===== config.mk =====
export PLATFORM = sky130hd
export DESIGN_NAME = padded_frame_loader
export DESIGN_NICKNAME = d
export VERILOG_FILES = /design/src/rtl/padded_frame_loader.sv
export SDC_FILE = /design/constraint.sdc
export NUM_CORES = 1
export LEC_CHECK = 0
export CAP_MARGIN = 20
export CELL_PAD_IN_SITES_DETAIL_PLACEMENT = 0
export CELL_PAD_IN_SITES_GLOBAL_PLACEMENT = 1
export CORE_MARGIN = 1.5
export CORE_UTILIZATION = 37
export DETAILED_ROUTE_END_ITERATION = 8
export PLACE_DENSITY_LB_ADDON = 0.1
export SLEW_MARGIN = 20
export SYNTH_ARGS = -nofsm -noshare
export SYNTH_HDL_FRONTEND = slang
export SYNTH_SLANG_ARGS = --single-unit

===== constraint.sdc =====
create_clock -name clk -period 1.73 [get_ports clk]
set_input_delay 0.4325 -clock clk [delete_from_list [all_inputs] [get_ports clk]]
set_output_delay 0.4325 -clock clk [all_outputs]
set_load 0.02 [all_outputs]

===== src/rtl/padded_frame_loader.sv =====
// Streams a W x H raster into a zero-bordered (W+2) x (H+2) frame buffer.
// One registered write per cycle, addresses strictly sequential per frame.
module padded_frame_loader #(
  parameter int W      = 256,
  parameter int H      = 32,
  parameter int ADDR_W = 15
) (
  input  logic              clk,
  input  logic              rst_n,
  input  logic              start,
  input  logic              in_valid,
  input  logic [7:0]        in_pixel,
  output logic              in_ready,
  output logic              mem_we,
  output logic [ADDR_W-1:0] mem_addr,
  output logic [7:0]        mem_data,
  output logic              busy,
  output logic              done
);

  localparam int CW = $clog2(W + 2);
  localparam int RW = (H > 1) ? $clog2(H) : 1;

  localparam logic [CW-1:0] COL_PAD  = CW'(W + 1);
  localparam logic [CW-1:0] COL_DATA = CW'(W - 1);
  localparam logic [RW-1:0] ROW_LAST = RW'(H - 1);

  typedef enum logic [2:0] {
    IDLE, TOP, LEFT, DATA, RIGHT, BOT, FIN
  } state_e;

  state_e            state_q, state_d;
  logic [CW-1:0]     col_cnt_q, col_cnt_d;
  logic [RW-1:0]     row_cnt_q, row_cnt_d;
  logic [ADDR_W-1:0] addr_cnt_q, addr_cnt_d;
  logic              mem_we_q, mem_we_d;
  logic [ADDR_W-1:0] mem_addr_q, mem_addr_d;
  logic [7:0]        mem_data_q, mem_data_d;
  logic              busy_q, busy_d;
  logic              done_q, done_d;
  logic              wr;
  logic [7:0]        wr_data;

  assign in_ready = (state_q == DATA);
  assign mem_we   = mem_we_q;
  assign mem_addr = mem_addr_q;
  assign mem_data = mem_data_q;
  assign busy     = busy_q;
  assign done     = done_q;

  always_comb begin
    state_d   = state_q;
    col_cnt_d = col_cnt_q;
    row_cnt_d = row_cnt_q;
    busy_d    = busy_q;
    done_d    = 1'b0;
    wr        = 1'b0;
    wr_data   = 8'd0;
    case (state_q)
      IDLE: begin
        // done_q high means FIN was just left; a start here is too early
        if (start && !done_q) begin
          state_d   = TOP;
          busy_d    = 1'b1;
          col_cnt_d = '0;
          row_cnt_d = '0;
        end
      end
      TOP, BOT: begin
        wr = 1'b1;
        if (col_cnt_q == COL_PAD) begin
          col_cnt_d = '0;
          state_d   = (state_q == TOP) ? LEFT : FIN;
        end else begin
          col_cnt_d = col_cnt_q + 1'b1;
        end
      end
      LEFT: begin
        wr      = 1'b1;
        state_d = DATA;
      end
      DATA: begin
        if (in_valid) begin
          wr      = 1'b1;
          wr_data = in_pixel;
          if (col_cnt_q == COL_DATA) begin
            col_cnt_d = '0;
            state_d   = RIGHT;
          end else begin
            col_cnt_d = col_cnt_q + 1'b1;
          end
        end
      end
      RIGHT: begin
        wr = 1'b1;
        if (row_cnt_q == ROW_LAST) begin
          row_cnt_d = '0;
          state_d   = BOT;
        end else begin
          row_cnt_d = row_cnt_q + 1'b1;
          state_d   = LEFT;
        end
      end
      FIN: begin
        done_d  = 1'b1;
        busy_d  = 1'b0;
        state_d = IDLE;
      end
      default: state_d = IDLE;
    endcase

    mem_we_d   = wr;
    mem_addr_d = wr ? addr_cnt_q : mem_addr_q;
    mem_data_d = wr ? wr_data : mem_data_q;
    addr_cnt_d = wr ? addr_cnt_q + 1'b1 : addr_cnt_q;
    if (state_q == IDLE && start && !done_q) begin
      addr_cnt_d = '0;
    end
  end

  always_ff @(posedge clk) begin
    if (!rst_n) begin
      state_q    <= IDLE;
      col_cnt_q  <= '0;
      row_cnt_q  <= '0;
      addr_cnt_q <= '0;
      mem_we_q   <= 1'b0;
      mem_addr_q <= '0;
      mem_data_q <= 8'd0;
      busy_q     <= 1'b0;
      done_q     <= 1'b0;
    end else begin
      state_q    <= state_d;
      col_cnt_q  <= col_cnt_d;
      row_cnt_q  <= row_cnt_d;
      addr_cnt_q <= addr_cnt_d;
      mem_we_q   <= mem_we_d;
      mem_addr_q <= mem_addr_d;
      mem_data_q <= mem_data_d;
      busy_q     <= busy_d;
      done_q     <= done_d;
    end
  end

endmodule


Yosys cells after proc, flatten, opt, wreduce, memory -nomap -nowiden
Cells that the tools add are included.
{"block": "word_totals", "register_bits": 58, "latch_bits": 0, "mem_bits_rw": 0, "mem_bits_ro": 0, "input_bits": 12, "output_inout_bits": 27, "elab_cells": 63, "memories": 0}
{"block": "classes", "add_sub_neg": 3, "n_mul": 0, "div": 0, "n_lt_le_gt_ge": 0, "eq_ne": 13, "shift": 0, "muxes": 22, "bitwise": 1, "n_reduce_logical": 15}
{"cell": "9-bit 2-to-1 mux", "count": 4}
{"cell": "9-bit case mux with 3 select lines", "count": 1}
{"cell": "3-bit 2-to-1 mux", "count": 6}
{"cell": "8-bit 2-to-1 mux", "count": 2}
{"cell": "15-bit by 1-bit adder with 15-bit output (second input constant)", "count": 1}
{"cell": "3-bit case mux with 5 select lines", "count": 1}
{"cell": "5-bit 2-to-1 mux", "count": 2}
{"cell": "5-bit case mux with 2 select lines", "count": 1}
{"cell": "9-bit by 1-bit adder with 9-bit output (second input constant)", "count": 1}
{"cell": "3-bit equality test (second input constant)", "count": 3}
{"cell": "9-bit by 8-bit equality test with 1-bit output (second input constant)", "count": 1}
{"cell": "9-bit equality test (second input constant)", "count": 1}
{"cell": "3-bit by 2-bit equality test with 1-bit output (second input constant)", "count": 2}
{"cell": "2-bit inequality test (second input constant)", "count": 3}
{"cell": "5-bit by 1-bit adder with 5-bit output (second input constant)", "count": 1}
{"cell": "5-bit equality test (second input constant)", "count": 1}
{"cell": "1-bit case mux with 2 select lines", "count": 2}
{"cell": "2-bit AND reduction", "count": 2}
{"cell": "4-bit AND reduction", "count": 1}
{"cell": "2-bit nonzero test", "count": 2}
{"cell": "2-bit OR reduction", "count": 2}
{"cell": "4-bit OR reduction", "count": 1}
{"cell": "3-bit by 1-bit equality test with 1-bit output (second input constant)", "count": 1}
{"cell": "1-bit logical AND", "count": 3}
{"cell": "other kinds (7)", "count": 9}

Longest topological paths before layout
{"block": "logic_depth", "depth_word": 4, "mapped_depth": 8, "mapped_depth_nobuf": 8}

Worst setup path before layout
No wires, ideal clock.
{"block": "synth_path", "path_kind": "reg-to-reg", "from": "reg col_cnt_q[0]", "to": "reg col_cnt_q[0]", "setup_time_ps": 132, "arrival_time_ps": 1665, "required_time_ps": 1598, "path_slack_ps": -68, "stages_incl_launch_ff": 9, "path_buffers": 0, "synth_period_minus_slack_ps": 1798, "cell_sequence": "dfxtp_1 > ha_1 > nand3_1 > or2_2 > inv_1 > ha_1 > nor3_1 > a221oi_4 > nor3_1"}
{"block": "synth_via", "elab_chain_len": 4, "elab_cells_between_ends": 7, "cone_classes": "add/sub (1); eq/ne (2); mux (4)"}
{"item": "start, declared", "line_no": "33", "source": "logic [CW-1:0] col_cnt_q, col_cnt_d;"}
{"item": "start signal, assigned", "line_no": "134", "source": "col_cnt_q <= col_cnt_d;"}
{"item": "9-bit by 1-bit adder with 9-bit output / 9-bit by 8-bit equality test with 1-bit output (equally long branches)", "line_no": "75, 90, 86"}
{"item": "9-bit 2-to-1 mux", "line_no": "86", "source": "if (col_cnt_q == COL_DATA) begin"}
{"item": "9-bit 2-to-1 mux", "line_no": "83", "source": "if (in_valid) begin"}
{"item": "9-bit case mux with 3 select lines (*)", "line_no": "59", "source": "case (state_q)"}
Mark *: on every way between the ends. The rest lies on a longest branch, timed or not. The select of a mux whose other input is x is not followed.
A chain may end at the register's enable or synchronous reset.

Worst setup path in the final report
{"block": "layout_path", "from": "reg mem_data_q[7] (netlist: mem_data[7])", "to": "out mem_data[7]"}
{"item": "start, declared", "line_no": "38", "source": "logic [7:0] mem_data_q, mem_data_d;"}
{"item": "start signal, assigned", "line_no": "139", "source": "mem_data_q <= mem_data_d;"}
{"item": "end, declared", "line_no": "16", "source": "output logic [7:0] mem_data,"}
No word-level cell between the ends.

==> results.yml <==
synth:
  yosysTopAreaCell: "dfxtp_1"
  ys_seq_area_frac: 0.4239
  synth_top_family_by_area: "simple AND/OR/NAND/NOR gates"
  synth_fa_ha_area_frac: 0.03198
  synth-simple-area-share: 0.2526
  synth_edf_count: 0
  synth-main-ff-cell: "dfxtp_1"
  synthCells: 322
  syn_avg_cell_area_sq_um: 8.506
  synth.area.mux_share: 0.003655
  synth_seq_cells: 58
  synth_nets: 341
  synth_top_area_frac: 0.4239
  synth_cell_types: 53
  synth-compound-area-share: 0.2325
  synth_xor_area_frac: 0.003198
  ys_warn_count: 0
  postSynth.asyncResetShare: 0
  synthTopCellsByArea: "dfxtp_1 (42%), nand2_1 (6.3%), a21oi_1 (6.2%), nand3_1 (3.3%), ha_1 (3.2%)"
  syn-cell-area_sq_mm: 0.002739
clock_tree:
  cts_buffers: 9
  worstSkewPairLatency_ns: 0.34
  cts_sinks: 58
  path_clk_slew_ns: 0.06
  cts_root_buf: "clkbuf_8"
  cts_tree: "done"
  ctsHoldBuffers: 0
  cts_buffer_depth: 2
  cts.htree.levels: 3
route:
  drcViolationCount: 0
  drt_iter0_drc: 67
  ant_nets: 0
  num_vias: 2613
  drt-total-wl_um: 6974
  wl_per_cell_um: 13.57
  drtPass1Iterations: 5
  avgViaCountPerCell: 5.084
sta:
  finalClockSkew_ns: 0.009994
  min_period_ns: 1.693
  slew_headroom: 0.6012
  slew_violations: 0
  finalSetupViolCount: 0
  min_period_over_period: 0.9788
  max_freq_mhz: 590.5
  hold_viol: 0
  tightest_slew_ns: 0.5961
global_route:
  grt.total_usage: 0.1849
  globalRoute.totalOverflow: 0
  grt_first_pass_wirelength_um: 11250
  grt_max_degree: 35
  antenna_found_initial: 0
  grt_pass1_vias: 2428
worst_setup_path:
  cp.arrival_ns: 1.26
  max_stage_delay_ns: 0.61
  reg2reg_from: "state_q[1]$_SDFFE_PN0P_"
  cp_data_required_time_ns: 1.30
  regToRegSetupSlack_ns: 0.06
  cp_top_family: "buffers and inverters"
  reg2reg_depth: 7
  crit_chain: "clkdlybuf4s50_1"
  cp-start-kind: "register"
  cp-end-kind: "primary output"
  crit_fanout: 2
  critical_path_class: "reg2out"
  cp_slowest_cell: "clkdlybuf4s50_1"
  reg2reg_to: "col_cnt_q[3]$_SDFFE_PN0P_"
  crit_buf_inv: 1
pwr:
  irDropWorstVdd_v: 0.0003993
  power.leakage_nw: 1.628
  p_per_area_mw_per_mm2: 897.4
run:
  maxCapViolCount: 0
place:
  place_inst: 497
  routabilityCongestion: 0.8281
  port_buffers: 38
  dpl.hpwl_um: 4907
layout:
  final_cell_mix: "dfxtp_1 (54), buf_4 (49), nand2_1 (45), a21oi_1 (34), nor2_1 (19)"
  final_common_cell: "dfxtp_1"
  utilization: 0.5553
  nets: 429
  instances_no_fill: 514
  area_growth_pct: 46.28
  drive_gt1_frac: 0.2530
  diodes: 0
worst_hold_path:
  hold_depth: 2
  whs_endpoint: "mem_addr[13]$_SDFFE_PN0P_"
  min_from: "mem_addr[13]$_SDFFE_PN0P_"
  min-delay-path-class: "reg2reg"
floorplanning:
  dieArea_sq_mm: 0.007927
  core_area_sq_mm: 0.007214
  num_rows: 31
  initial_core_util: 0.3796
  ios: 39
  die_w_um: 89.04
  die_h_um: 89.04
outcome:
  outcome: "finished, final reports clean"
## through the flow
stage / setup WS [ns] / TNS (ns) / hold slack (ns) / area (sq um) / total power [mW]
after floorplan: 0.003522 / 0 / 0.4401 / 2744 / 1.739
after global placement: -0.3488 / -11.53 / 0.4435 / 3605 / 2.044
after detailed placement: -0.3717 / -12.12 / 0.4459 / 3605 / 2.046
after CTS: -0.01872 / -0.09348 / 0.4550 / 3890 / 3.624
after global routing: -0.03245 / -0.03936 / 0.4693 / 4006 / 3.740
final: 0.03662 / 0 / 0.4510 / 4006 / 3.595
## power breakdown
group / internal [mW] / leakage (nW) / total (mW) / switching (mW)
combinational: 0.303 / 1.04 / 0.655 / 0.351
clock: 1.00 / 0.121 / 1.55 / 0.551
sequential: 1.37 / 0.471 / 1.39 / 0.0219
## worst max-delay path by stage
stage / startpoint / to / slack [ns] / depth (start not counted)
finish: mem_data[7]$_SDFFE_PN0P_ / mem_data[7] / 0.04 / 1
global route: row_cnt_q[0]$_SDFFE_PN0P_ / row_cnt_q[3]$_SDFFE_PN0P_ / -0.03 / 8
CTS: col_cnt_q[6]$_SDFFE_PN0P_ / col_cnt_q[6]$_SDFFE_PN0P_ / -0.02 / 7
detailed placement: in_valid / addr_cnt_q[13]$_SDFFE_PP0P_ / -0.37 / 6
global placement: in_valid / addr_cnt_q[14]$_SDFFE_PP0P_ / -0.35 / 6
floorplan: col_cnt_q[0]$_SDFFE_PN0P_ / col_cnt_q[0]$_SDFFE_PN0P_ / 0.004 / 8
## tightest hold or removal path, cell delays in order (launching register included)
cell     delay, ns
dfxtp_1       0.30
nand2_1       0.05
a21oi_1       0.05
## per-layer routing
layer  track usage  vias to the layer above  wire length [um]
met5             0                        -                 0
met2        0.2803                       48              3054
li1              -                     1348                 -
met4       0.08392                        0               125
met3       0.04340                       10               283
met1        0.2503                     1207              3511
## timing repair
| action | in CTS | in global routing |
|---|---|---|
| setup buffers | 0 | 3 |
| pin swaps | 2 | 12 |
| setup endpoints to repair | 33 | 36 |
| resized for setup | 26 | 29 |
## kinds of logic after synthesis
family / count (synthesis)
simple gates: 130
compound gates: 96
fa+ha+maj: 7
mux: 1
buf+inv: 29
flops: 58
xor+xnor: 1
## registers in the layout, summed over array words and instances, names as in the netlist
signal / cells
mem_data: 8
state_q: 3
mem_addr: 15
done: 1
col_cnt_q: 9
addr_cnt_q: 15
row_cnt_q: 5
mem_we: 1
busy: 1
## final cells by class
| cell class | instances | area, sq um |
|---|---|---|
| flip-flops and latches | 58 | 1171 |
| well taps | 99 | 123.9 |
| clock buffers | 12 | 145.1 |
| inverters | 13 | 48.80 |
| multi-input cells | 235 | 1575 |
| fillers | 707 | 3208 |
| repair buffers | 93 | 843.3 |
| clock inverters | 4 | 98.84 |
## synth_stat cells, types with 5 or more instances
library cell,number
a21oi_1,34
a21oi_2,5
a22oi_1,8
buf_2,8
dfxtp_1,58
ha_1,7
inv_1,11
nand2_1,46
nand3_1,18
nor2_1,20
o21ai_0,16
o31ai_1,9
or3_1,5
or4_1,5
Power figures use the tool's default switching activity.
